[src/rtl/pmm_match_engine_if.sv]
// Data/control channel between the CPU-facing interface and one match engine.
// match_count is present only when PMM_MATCH_COUNT_EN is defined.
interface pmm_match_engine_if;
  logic [63:0] pmp_data;
  logic [15:0] pmp_control;
  logic        data_ready;
  logic        data_accepted;
  logic        pattern_accepted;
  logic        busy;
`ifdef PMM_MATCH_COUNT_EN
  logic [15:0] match_count;

  modport master (
    output pmp_data, pmp_control, data_ready,
    input  data_accepted, pattern_accepted, busy,
    input  match_count
  );
  modport slave (
    input  pmp_data, pmp_control, data_ready,
    output data_accepted, pattern_accepted, busy,
    output match_count
  );
`else
  modport master (
    output pmp_data, pmp_control, data_ready,
    input  data_accepted, pattern_accepted, busy
  );
  modport slave (
    input  pmp_data, pmp_control, data_ready,
    output data_accepted, pattern_accepted, busy
  );
`endif
endinterface

[src/rtl/pmm_match_engine.sv]
// Per-slot pattern-matching engine: LOAD/STREAM/CLEAR with a byte-serial scan.
// Optional match counter output enabled by PMM_MATCH_COUNT_EN.
module pmm_match_engine #(
  parameter int MAX_PAT_LEN = 8
) (
  input  logic clk,
  input  logic reset,
  pmm_match_engine_if.slave pmp
);

  typedef enum logic [1:0] {
    IDLE = 2'd0,
    SCAN = 2'd1,
    DONE = 2'd2
  } state_t;

  localparam logic [1:0] OP_LOAD   = 2'd1;
  localparam logic [1:0] OP_STREAM = 2'd2;
  localparam logic [1:0] OP_CLEAR  = 2'd3;
  localparam logic [3:0] MAXC      = 4'(MAX_PAT_LEN);

  state_t state, nxt;

  logic [63:0] dat;
  logic [3:0]  cnt, idx;
  logic [3:0]  pat_len, fill, fill_n;
  logic        pa;
  logic [MAX_PAT_LEN-1:0][7:0] pat_rev;
  logic [MAX_PAT_LEN-1:0][7:0] hist, hist_n;
  logic [MAX_PAT_LEN-1:0][7:0] load_pat;
`ifdef PMM_MATCH_COUNT_EN
  logic [15:0] mc;
`endif

  logic [1:0] op_in;
  logic [3:0] cnt_raw, cnt_in;
  logic [7:0] cur_byte;
  logic       hit;
  logic       unused_ctrl;

  assign op_in       = pmp.pmp_control[15:14];
  assign cnt_raw     = pmp.pmp_control[13:10];
  assign cnt_in      = (cnt_raw > MAXC) ? MAXC : cnt_raw;
  assign unused_ctrl = ^pmp.pmp_control[9:0];
  assign cur_byte    = dat[{idx[2:0], 3'b000} +: 8];
  assign fill_n      = (fill == MAXC) ? fill : fill + 4'd1;

  // Pattern is kept reversed so pat_rev[i] lines up with hist[i].
  always_comb begin
    logic [2:0] src;
    load_pat = '0;
    src = '0;
    for (int i = 0; i < MAX_PAT_LEN; i++) begin
      src = 3'(cnt_in - 4'd1 - 4'(i));
      if (4'(i) < cnt_in)
        load_pat[i] = pmp.pmp_data[{src, 3'b000} +: 8];
    end
  end

  always_comb begin
    hist_n    = hist;
    hist_n[0] = cur_byte;
    for (int i = 1; i < MAX_PAT_LEN; i++)
      hist_n[i] = hist[i-1];
  end

  always_comb begin
    hit = (pat_len != 4'd0) && (fill_n >= pat_len);
    for (int i = 0; i < MAX_PAT_LEN; i++)
      if (4'(i) < pat_len && hist_n[i] != pat_rev[i])
        hit = 1'b0;
  end

  always_ff @(posedge clk or posedge reset) begin
    if (reset) state <= IDLE;
    else       state <= nxt;
  end

  always_comb begin
    nxt = state;
    unique case (state)
      IDLE:
        if (pmp.data_ready)
          nxt = (op_in == OP_STREAM && cnt_in != 4'd0) ? SCAN : DONE;
      SCAN:
        if (idx + 4'd1 == cnt) nxt = DONE;
      DONE:
        if (!pmp.data_ready) nxt = IDLE;
      default: nxt = IDLE;
    endcase
  end

  always_comb begin
    pmp.busy             = (state == SCAN);
    pmp.data_accepted    = (state == DONE);
    pmp.pattern_accepted = pa;
`ifdef PMM_MATCH_COUNT_EN
    pmp.match_count      = mc;
`endif
  end

  always_ff @(posedge clk or posedge reset) begin
    if (reset) begin
      dat     <= '0;
      cnt     <= '0;
      idx     <= '0;
      pat_rev <= '0;
      pat_len <= '0;
      hist    <= '0;
      fill    <= '0;
      pa      <= 1'b0;
`ifdef PMM_MATCH_COUNT_EN
      mc      <= '0;
`endif
    end else begin
      if (state == IDLE && pmp.data_ready) begin
        dat <= pmp.pmp_data;
        cnt <= cnt_in;
        idx <= '0;
        if (op_in == OP_LOAD) begin
          pat_rev <= load_pat;
          pat_len <= cnt_in;
        end
        if (op_in == OP_LOAD || op_in == OP_CLEAR) begin
          hist <= '0;
          fill <= '0;
          pa   <= 1'b0;
`ifdef PMM_MATCH_COUNT_EN
          mc   <= '0;
`endif
        end
      end else if (state == SCAN) begin
        hist <= hist_n;
        fill <= fill_n;
        idx  <= idx + 4'd1;
        if (hit) begin
          pa <= 1'b1;
`ifdef PMM_MATCH_COUNT_EN
          if (mc != 16'hFFFF) mc <= mc + 16'd1;
`endif
        end
      end
    end
  end

endmodule

[src/flat_wrapper.sv]
// flat-port wrapper written by rule: the top's interface ports become plain ports
module pmm_match_engine_flat 
#(
  parameter int MAX_PAT_LEN = 8
)
  (clk, reset, pmp_pmp_data, pmp_pmp_control, pmp_data_ready, pmp_data_accepted, pmp_pattern_accepted, pmp_busy);
  pmm_match_engine_if pmp_i ();
  input  logic clk;
  input  logic reset;
  input wire logic [$bits(pmp_i.pmp_data)-1:0] pmp_pmp_data;
  input wire logic [$bits(pmp_i.pmp_control)-1:0] pmp_pmp_control;
  input wire logic [$bits(pmp_i.data_ready)-1:0] pmp_data_ready;
  output wire logic [$bits(pmp_i.data_accepted)-1:0] pmp_data_accepted;
  output wire logic [$bits(pmp_i.pattern_accepted)-1:0] pmp_pattern_accepted;
  output wire logic [$bits(pmp_i.busy)-1:0] pmp_busy;
  assign pmp_i.pmp_data = pmp_pmp_data;
  assign pmp_i.pmp_control = pmp_pmp_control;
  assign pmp_i.data_ready = pmp_data_ready;
  assign pmp_data_accepted = pmp_i.data_accepted;
  assign pmp_pattern_accepted = pmp_i.pattern_accepted;
  assign pmp_busy = pmp_i.busy;
  pmm_match_engine #(.MAX_PAT_LEN(MAX_PAT_LEN)) u_core (.clk(clk), .reset(reset), .pmp(pmp_i));
endmodule
[config.mk]
export PLATFORM = sky130hd
export DESIGN_NAME = pmm_match_engine_flat
export DESIGN_NICKNAME = d
export VERILOG_FILES = /design/src/rtl/pmm_match_engine_if.sv /design/src/rtl/pmm_match_engine.sv /design/src/flat_wrapper.sv
export SDC_FILE = /design/constraint.sdc
export NUM_CORES = 1
export LEC_CHECK = 0
export BUFFER_PORTS_ARGS = -buffer_cell sky130_fd_sc_hd__buf_2
export CAP_MARGIN = 20
export CORE_MARGIN = 2
export CORE_UTILIZATION = 54
export DETAILED_ROUTE_END_ITERATION = 6
export PLACE_DENSITY = 0.73
export SLEW_MARGIN = 20
export SYNTH_ARGS = -nofsm -noshare
export SYNTH_HDL_FRONTEND = slang
export SYNTH_SLANG_ARGS = --single-unit
export TNS_END_PERCENT = 50
[constraint.sdc]
create_clock -name clk -period 13.3 [get_ports clk]
set_clock_uncertainty 0.15 [all_clocks]
set_input_delay 1.33 -clock clk [delete_from_list [all_inputs] [get_ports clk]]
set_output_delay 1.33 -clock clk [all_outputs]
set_load 0.01 [all_outputs]
==> results.env, run 1 <==
GLOBALPLACE.CONGESTION=0.930
REG2REG_SLACK_NS=10.34
RELATIVE_MAX_TRANSITION_MARGIN=0.297
FIRST_ELEMENT_OF_THE_CRITICAL_PATH='pmp_pmp_control[13]'
HTREE_LEVELS=1
FINAL_ANTENNA_NET_COUNT=0
NETLIST.TOP_CELL.BY_AREA='dfrtp_1'
CP_DATA_REQUIRED_TIME_NS=13.53
MET3WIRELENGTH_UM=1730
HOLD_BUFFERS=0
UPPERMOST_ROUTED_LAYER='met4'
CLOCKROOTBUFFER='clkbuf_16'
OUTCOME='finished clean'
HOLD_VIOL=0
YOSYSSEQAREASHARE=0.468
TIMING.FINAL.CRIT_SHARE=0.329
CTS.CLK_SLEW.WORST_PATHS_NS=0.06
NUMBER_OF_CTS_INSERTED_BUFFERS=23
SYN-CELL-AREA_UM2=10800
INSERTION_DELAY_NS=0.50
SETUP_REPAIR_AFTER_GLOBAL_ROUTING_MISSED_ITS_MARGIN='no'
SETUP.WORST_PATH.CLASS='input port to register'
SYNTH_ASYNC_SR_FLOP_SHARE=1.00
DETAIL_ROUTE.WIRELENGTH.MET1_UM=12600
POSTSYNTHNETCOUNT=1153
SYNTH_AREA_PER_CELL_UM2=10.2
WORST_EP_ARRIVAL_TIME_NS=4.60
FP-ROW-COUNT=51
REG2REG_FROM='u_core.state[0]'
GRT-OVFL-TOTAL=0
PLACE.PORT_BUFFERS=75
AREA_GROWTH_PCT=12.0
WORST_R2R_PATH_DEPTH=7
PIN_COUNT_OF_THE_BIGGEST_NET_ENTERING_GLOBAL_ROUTING=149
POST_CTS.RESIZED_INSTANCES=0
YS_WARN_COUNT=0
GRT_PASS1_WL_UM=45900
FINAL_PERIOD_MINUS_WORST_SETUP_SLACK_NS=4.38
POST_DETAILED_ROUTE_DRC_MARKER_COUNT=0
POSTROUTEWIRELENGTH_UM=28800
LAYOUT.CORE_UTILIZATION=0.620
TIMING.HOLD.WS_NS=0.318
VIA_COUNT_OF_THE_FIRST_GLOBAL_ROUTING_PASS=8098
FIRSTDRTPASSITERS=5
CORE_UM2=19600
YOSYS.CELL_TYPES.COUNT=49
YOSYSMOSTFREQUENTCELL='nand2_1'
DETAILROUTE.WIRELENGTH.MET2_UM=13700
MAX_CAP_VIOL_COUNT=0
DIE_AREA_UM2=21200
INITIAL_CORE_UTIL=0.554
REPORT.FINAL.SLEW_VIOL_COUNT=0
CTS.SINKS=203
DIE-HEIGHT_UM=146
DRT_ITER0_MARKERS=761
P_LEAK_nW=6.15
WORST_SLEW_PIN_SLEW_NS=1.05
POST-CTS-SETUP-BUFFERS=0
IRDROPWORSTVDD_mV=0.116
POST_DRT_WL_PER_CELL_UM=20.7
DIODE_INSERTION_COUNT_FOR_ANTENNA_REPAIR=0
SYN_INST=1060
TRITONCTS='built'
POWER-PER-CELL-AREA_nW_PER_UM2=187
SYNTH_EDF_COUNT=0
TYPE_OF_DESTINATION_OF_THE_CRITICAL_PATH='register'
ENDPOINT='u_core.pat_rev[42]'
DETAILED_PLACE_HPWL_UM=20500
CLOCK.FMAX_MHz=228
SYNTH.AREA.TOP_CELLS='dfrtp_1, mux2i_1, nand2_1, a22o_1, mux4_2'
SYNTH.FF_LATCH_COUNT=203
DIE_WIDTH_UM=146
GROUTE.USAGE.OVERALL=0.275
DRIVE_ABOVE_1_SHARE=0.142
ROUTED_VIA_DENSITY=5.88
HP-START='u_core.dat[30]'
TIMING.SETUP.TNS_NS=0
SYNTH_TOP_AREA_FRAC=0.468
WORSTREG2REGEND='u_core.pat_rev[17]'
CLOCK_PATH_BUFFERS=3
CRIT_PATH_START_KIND='input port'
TIMING.HOLD.WORST.CLASS='register to register'
REPORT.FINAL.SETUP_VIOL=0
FINISH.NET_COUNT=1202
YS_TOP_CELLS_BY_COUNT='nand2_1, dfrtp_1, mux2i_1'
CRITPATHMAXFANOUT=36
DOMINANTREGCELLSYNTH='dfrtp_1'
IO-PIN-COUNT=86
DR_TOTAL_VIAS=8162
ANTENNA_VIOLATIONS_BEFORE_REPAIR=0
## state kept, by name (all words and copies together), names as in the netlist
register / count
u_core.pat_rev: 64
u_core.idx: 4
u_core.cnt: 4
u_core.pmp.pattern_accepted: 1
u_core.fill: 4
u_core.pat_len: 4
u_core.state: 2
u_core.hist: 56
u_core.dat: 64
## cells by family after synthesis
kind of cell / count (synthesis) / synth area share
buffers and inverters: 75 / 0.0337
adder cells (fa/ha/maj): 10 / 0.0115
multiplexers: 180 / 0.187
AO/OA/AOI/OAI: 157 / 0.0974
XOR/XNOR: 74 / 0.0650
AND/OR/NAND/NOR: 361 / 0.137
flip-flops: 203 / 0.468
## worst max-delay path, cell delays in order
cell and delay [ns]:
buf_2 0.53, nand2b_2 0.23, buf_4 0.51, ha_2 0.37
xnor2_4 0.12, buf_4 0.36, xor2_4 0.58, mux2i_1 0.42
o21ai_1 0.09
## how the worst min path moves through the flow
stage,end,slack [ns],cells past startpoint
2_1_floorplan,u_core.dat[10],0.29,2
3_3_place_gp,u_core.dat[43],0.30,2
3_5_place_dp,u_core.dat[30],0.31,2
4_1_cts,u_core.dat[30],0.32,2
5_1_grt,u_core.dat[39],0.33,2
6_report,u_core.dat[30],0.32,2
## power breakdown
part | total (W) | internal (W) | switching (W)
clock | 0.000641 | 0.000391 | 0.000250
sequential | 0.000926 | 0.000795 | 0.000131
combinational | 0.000704 | 0.000297 | 0.000406
## stage by stage
step           worst slack, ns  instance area (µm²)  cells  power, W
6_report                  8.92                12200   1389   0.00227
5_1_grt                   8.80                12200   1389   0.00239
4_1_cts                   9.01                12100   1388   0.00227
3_5_place_dp              8.49                11400   1348   0.00163
3_3_place_gp              8.52                11400   1348   0.00160
2_1_floorplan             6.28                10800   1060   0.00143
## final cells by class
type	instances	area (µm²)
clock inverters	11	133
flip-flops and latches	203	5080
multi-input cells	782	5430
fillers	1613	7440
well taps	265	332
inverters	9	43.8
repair buffers	90	508
clock buffers	29	628
## per-layer routing
layer | vias up | track usage
met4 | 0 | 0.0824
met2 | 301 | 0.445
li1 | 3781 | -
met5 | - | 0
met1 | 4040 | 0.394
met3 | 40 | 0.0323
## cells in the final DEF (no fill, tap or decap), types with 3 or more instances in the layout
cell / netlist / final
a21oi_1: 10 / 9
a221oi_1: 8 / 8
a22o_1: 52 / 52
buf_2: 6 / 75
buf_4: 3 / 14
bufinv_16: 0 / 3
clkbuf_1: 44 / 3
clkbuf_16: 0 / 23
clkbuf_8: 0 / 3
clkinv_2: 0 / 7
dfrtp_1: 203 / 203
ha_1: 10 / 9
inv_1: 7 / 6
mux2_1: 4 / 4
mux2i_1: 157 / 157
mux4_2: 18 / 18
nand2_1: 289 / 289
nand2b_1: 5 / 4
nand3_1: 13 / 13
nand4_1: 5 / 5
nor2_1: 22 / 22
nor2b_1: 3 / 3
nor4_1: 13 / 13
o21ai_0: 6 / 6
o21ai_1: 65 / 65
o31ai_1: 4 / 3
xnor2_1: 27 / 27
xor2_1: 44 / 44
Note: power is estimated with default switching activity, not from simulation.
==> run 2: changes to the inputs <==
PLACE_DENSITY = 0.76   (was 0.73)
clock period = 3.9 ns   (was 13.3 ns; I/O delays follow)
==> results.env, run 2 (synthesis gave the netlist of run 1 again) <==
FINISH.NET_COUNT=1249  # +3.9%
ROUTED_VIA_DENSITY=5.97  # +1.6%
RELATIVE_MAX_TRANSITION_MARGIN=0.332  # +0.0352
HTREE_LEVELS=1  # unchanged
DP_CELLS=1354  # +0.45%
INITIAL_CORE_UTIL=0.554  # unchanged
DR_TOTAL_VIAS=8540  # +4.6%
PIN_COUNT_OF_THE_BIGGEST_NET_ENTERING_GLOBAL_ROUTING=162  # +8.7%
WORST_R2R_PATH_DEPTH=6  # -1
REGISTERS_WITH_THE_HIGHEST_FLIP_FLOP_COUNTS='u_core.dat x64, u_core.pat_rev x64, u_core.hist x56'
TYPE_OF_DESTINATION_OF_THE_CRITICAL_PATH='register'
DIE_AREA_UM2=21200  # unchanged
TRITONCTS='built'
CRITPATHMAXFANOUT=13  # -64%
GROUTE.USAGE.OVERALL=0.281  # +0.00525
IRDROPWORSTVDD_mV=0.463  # +300%
DIE-HEIGHT_UM=146  # unchanged
CLOCK.FMAX_MHz=357
FINAL_PERIOD_MINUS_WORST_SETUP_SLACK_NS=2.80
VIA_COUNT_OF_THE_FIRST_GLOBAL_ROUTING_PASS=8526  # +5.3%
AREA_GROWTH_PCT=15.2
CRIT_PATH_START_KIND='register'
PLACE.PORT_BUFFERS=75  # unchanged
TIMING.SETUP.TNS_NS=0  # unchanged
FP-ROW-COUNT=51  # unchanged
GRT-OVFL-TOTAL=0  # unchanged
DETAILED_PLACE_HPWL_UM=20800  # +1.4%
MAX_CAP_VIOL_COUNT=0  # unchanged
POWER.NET_SWITCHING_W=0.00267  # +240%
GRT_PASS1_WL_UM=46900  # +2.3%
P_LEAK_nW=6.29  # +2.3%
POST_CTS.RESIZED_INSTANCES=0  # unchanged
CP_DATA_REQUIRED_TIME_NS=4.18  # -9.35 ns
TIMING.HOLD.WORST.CLASS='input port to register'
REPORT.FINAL.SLEW_VIOL_COUNT=0  # unchanged
CTS.SINKS=203  # unchanged
GLOBALPLACE.CONGESTION=0.973  # +4.7%
DIODE_INSERTION_COUNT_FOR_ANTENNA_REPAIR=0  # unchanged
OUTCOME='finished clean'
WORST_SLEW_PIN_SLEW_NS=1.00  # -0.0439 ns
HOLD_BUFFERS=43  # +43
HOLD_VIOL=0  # unchanged
DRIVE_ABOVE_1_SHARE=0.135  # -0.00770
LAYOUT.CELLS.NON_FILLER=1431  # +3.0%
DIE_WIDTH_UM=146  # unchanged
POWER-PER-CELL-AREA_nW_PER_UM2=604  # +220%
CLOCK_PATH_BUFFERS=3  # unchanged
INSERTION_DELAY_NS=0.50  # about the same
POWER_FRAC_CLOCK=0.256  # -0.026
FIRSTDRTPASSITERS=5  # unchanged
REPORT.FINAL.SETUP_VIOL=0  # unchanged
SETUP_REPAIR_AFTER_GLOBAL_ROUTING_MISSED_ITS_MARGIN='no'
IO-PIN-COUNT=86  # unchanged
HOLD-PATH-CELL-COUNT=3  # +1
DRT_ITER0_MARKERS=735  # -3.4%
POST-CTS-SETUP-BUFFERS=0  # unchanged
P_INT_W=0.00488  # +230%
NUMBER_OF_CTS_INSERTED_BUFFERS=22  # -4.3%
SWSHARE=0.353  # +0.00679
POST_DETAILED_ROUTE_DRC_MARKER_COUNT=0  # unchanged
POWER_FRAC_COMB=0.317  # +0.007
FINAL_ANTENNA_NET_COUNT=0  # unchanged
LAYOUT_COMMONEST_CELL='nand2_1'
LAYOUT_COMMON_CELLS='nand2_1, dfrtp_1, mux2i_1'
POSTROUTEWIRELENGTH_UM=29700  # +3.3%
POWER.SHARE.SEQUENTIAL=0.427  # +0.019
CORE_UM2=19600  # unchanged
SETUP.WORST_PATH.CLASS='register to register'
POST_DRT_WL_PER_CELL_UM=20.8  # +0.26%
ANTENNA_VIOLATIONS_BEFORE_REPAIR=0  # unchanged
TIMING.FINAL.CRIT_SHARE=0.717
CLOCKROOTBUFFER='clkbuf_16'
CTS.CLK_SLEW.WORST_PATHS_NS=0.06  # about the same
WORST_EP_ARRIVAL_TIME_NS=3.08  # -1.52 ns
## run 2: changes by cell type in the layout (fill, tap and decap cells not counted), moves of 3 or more
cell           change
dlygate4sd3_1     +43
buf_4              +5
bufinv_16          -3
clkinv_2           -4
## run 2: layout make-up
class / instances / area [µm²]
Fill cell: 1557 / 7090
Clock buffer: 30 / 632
Timing Repair Buffer: 138 / 968
Tap cell: 265 / 332
Inverter: 9 / 40.0
Clock inverter: 4 / 22.5
Multi-Input combinational cell: 782 / 5420
Sequential cell: 203 / 5080
## run 2: critical path, stage by stage, from the launching register on
cell and delay [ns]:
dfrtp_1 0.81, buf_4 0.27, mux4_2 0.60, mux2i_1 0.27
xnor2_1 0.15, nor4_1 0.24, a32o_1 0.23
## run 2: worst paths after layout
path | slack (ns) | to | start
min | 0.005 | u_core.dat[22] | pmp_pmp_data[22]
min reg2reg | 0.32 | u_core.dat[49] | u_core.dat[49]
max reg2reg | 1.10 | u_core.pmp.pattern_accepted | u_core.idx[0]
max in group asynchronous | 2.03 | u_core.dat[28] | reset
max | 1.10 | u_core.pmp.pattern_accepted | u_core.idx[0]
min in group asynchronous | 0.30 | u_core.hist[24] | reset
## run 2: layer usage
metal  vias up  track usage  part of all wire
li1       3877            -                 -
met1      4226        0.386              0.42
met2       360        0.449              0.47
met3        77       0.0436             0.071
met4         0        0.114             0.042
met5         -            0                 0
## run 2: per-stage QoR
| step | util | power (W) | area (µm²) | hold WS [ns] | setup WS, ns |
|---|---|---|---|---|---|
| floorplan | - | 0.00486 | 10800 | 0.288 | 0.730 |
| global placement | 0.583 | 0.00547 | 11400 | 0.260 | 0.787 |
| detailed placement | 0.583 | 0.00557 | 11400 | 0.270 | 0.747 |
| CTS | 0.638 | 0.00754 | 12500 | 0.000323 | 1.07 |
| global route | 0.638 | 0.00796 | 12500 | 0.00951 | 0.949 |
| finish | 0.638 | 0.00755 | 12500 | 0.00497 | 1.10 |
## run 2: power by group through the flow
stage	clock network, W	registers, W	logic (W)
6_report	0.00193	0.00323	0.00239
5_1_grt	0.00204	0.00329	0.00263
4_1_cts	0.00195	0.00321	0.00238
3_5_place_dp	0	0.00325	0.00233
3_3_place_gp	0	0.00321	0.00226
2_1_floorplan	0	0.00307	0.00180
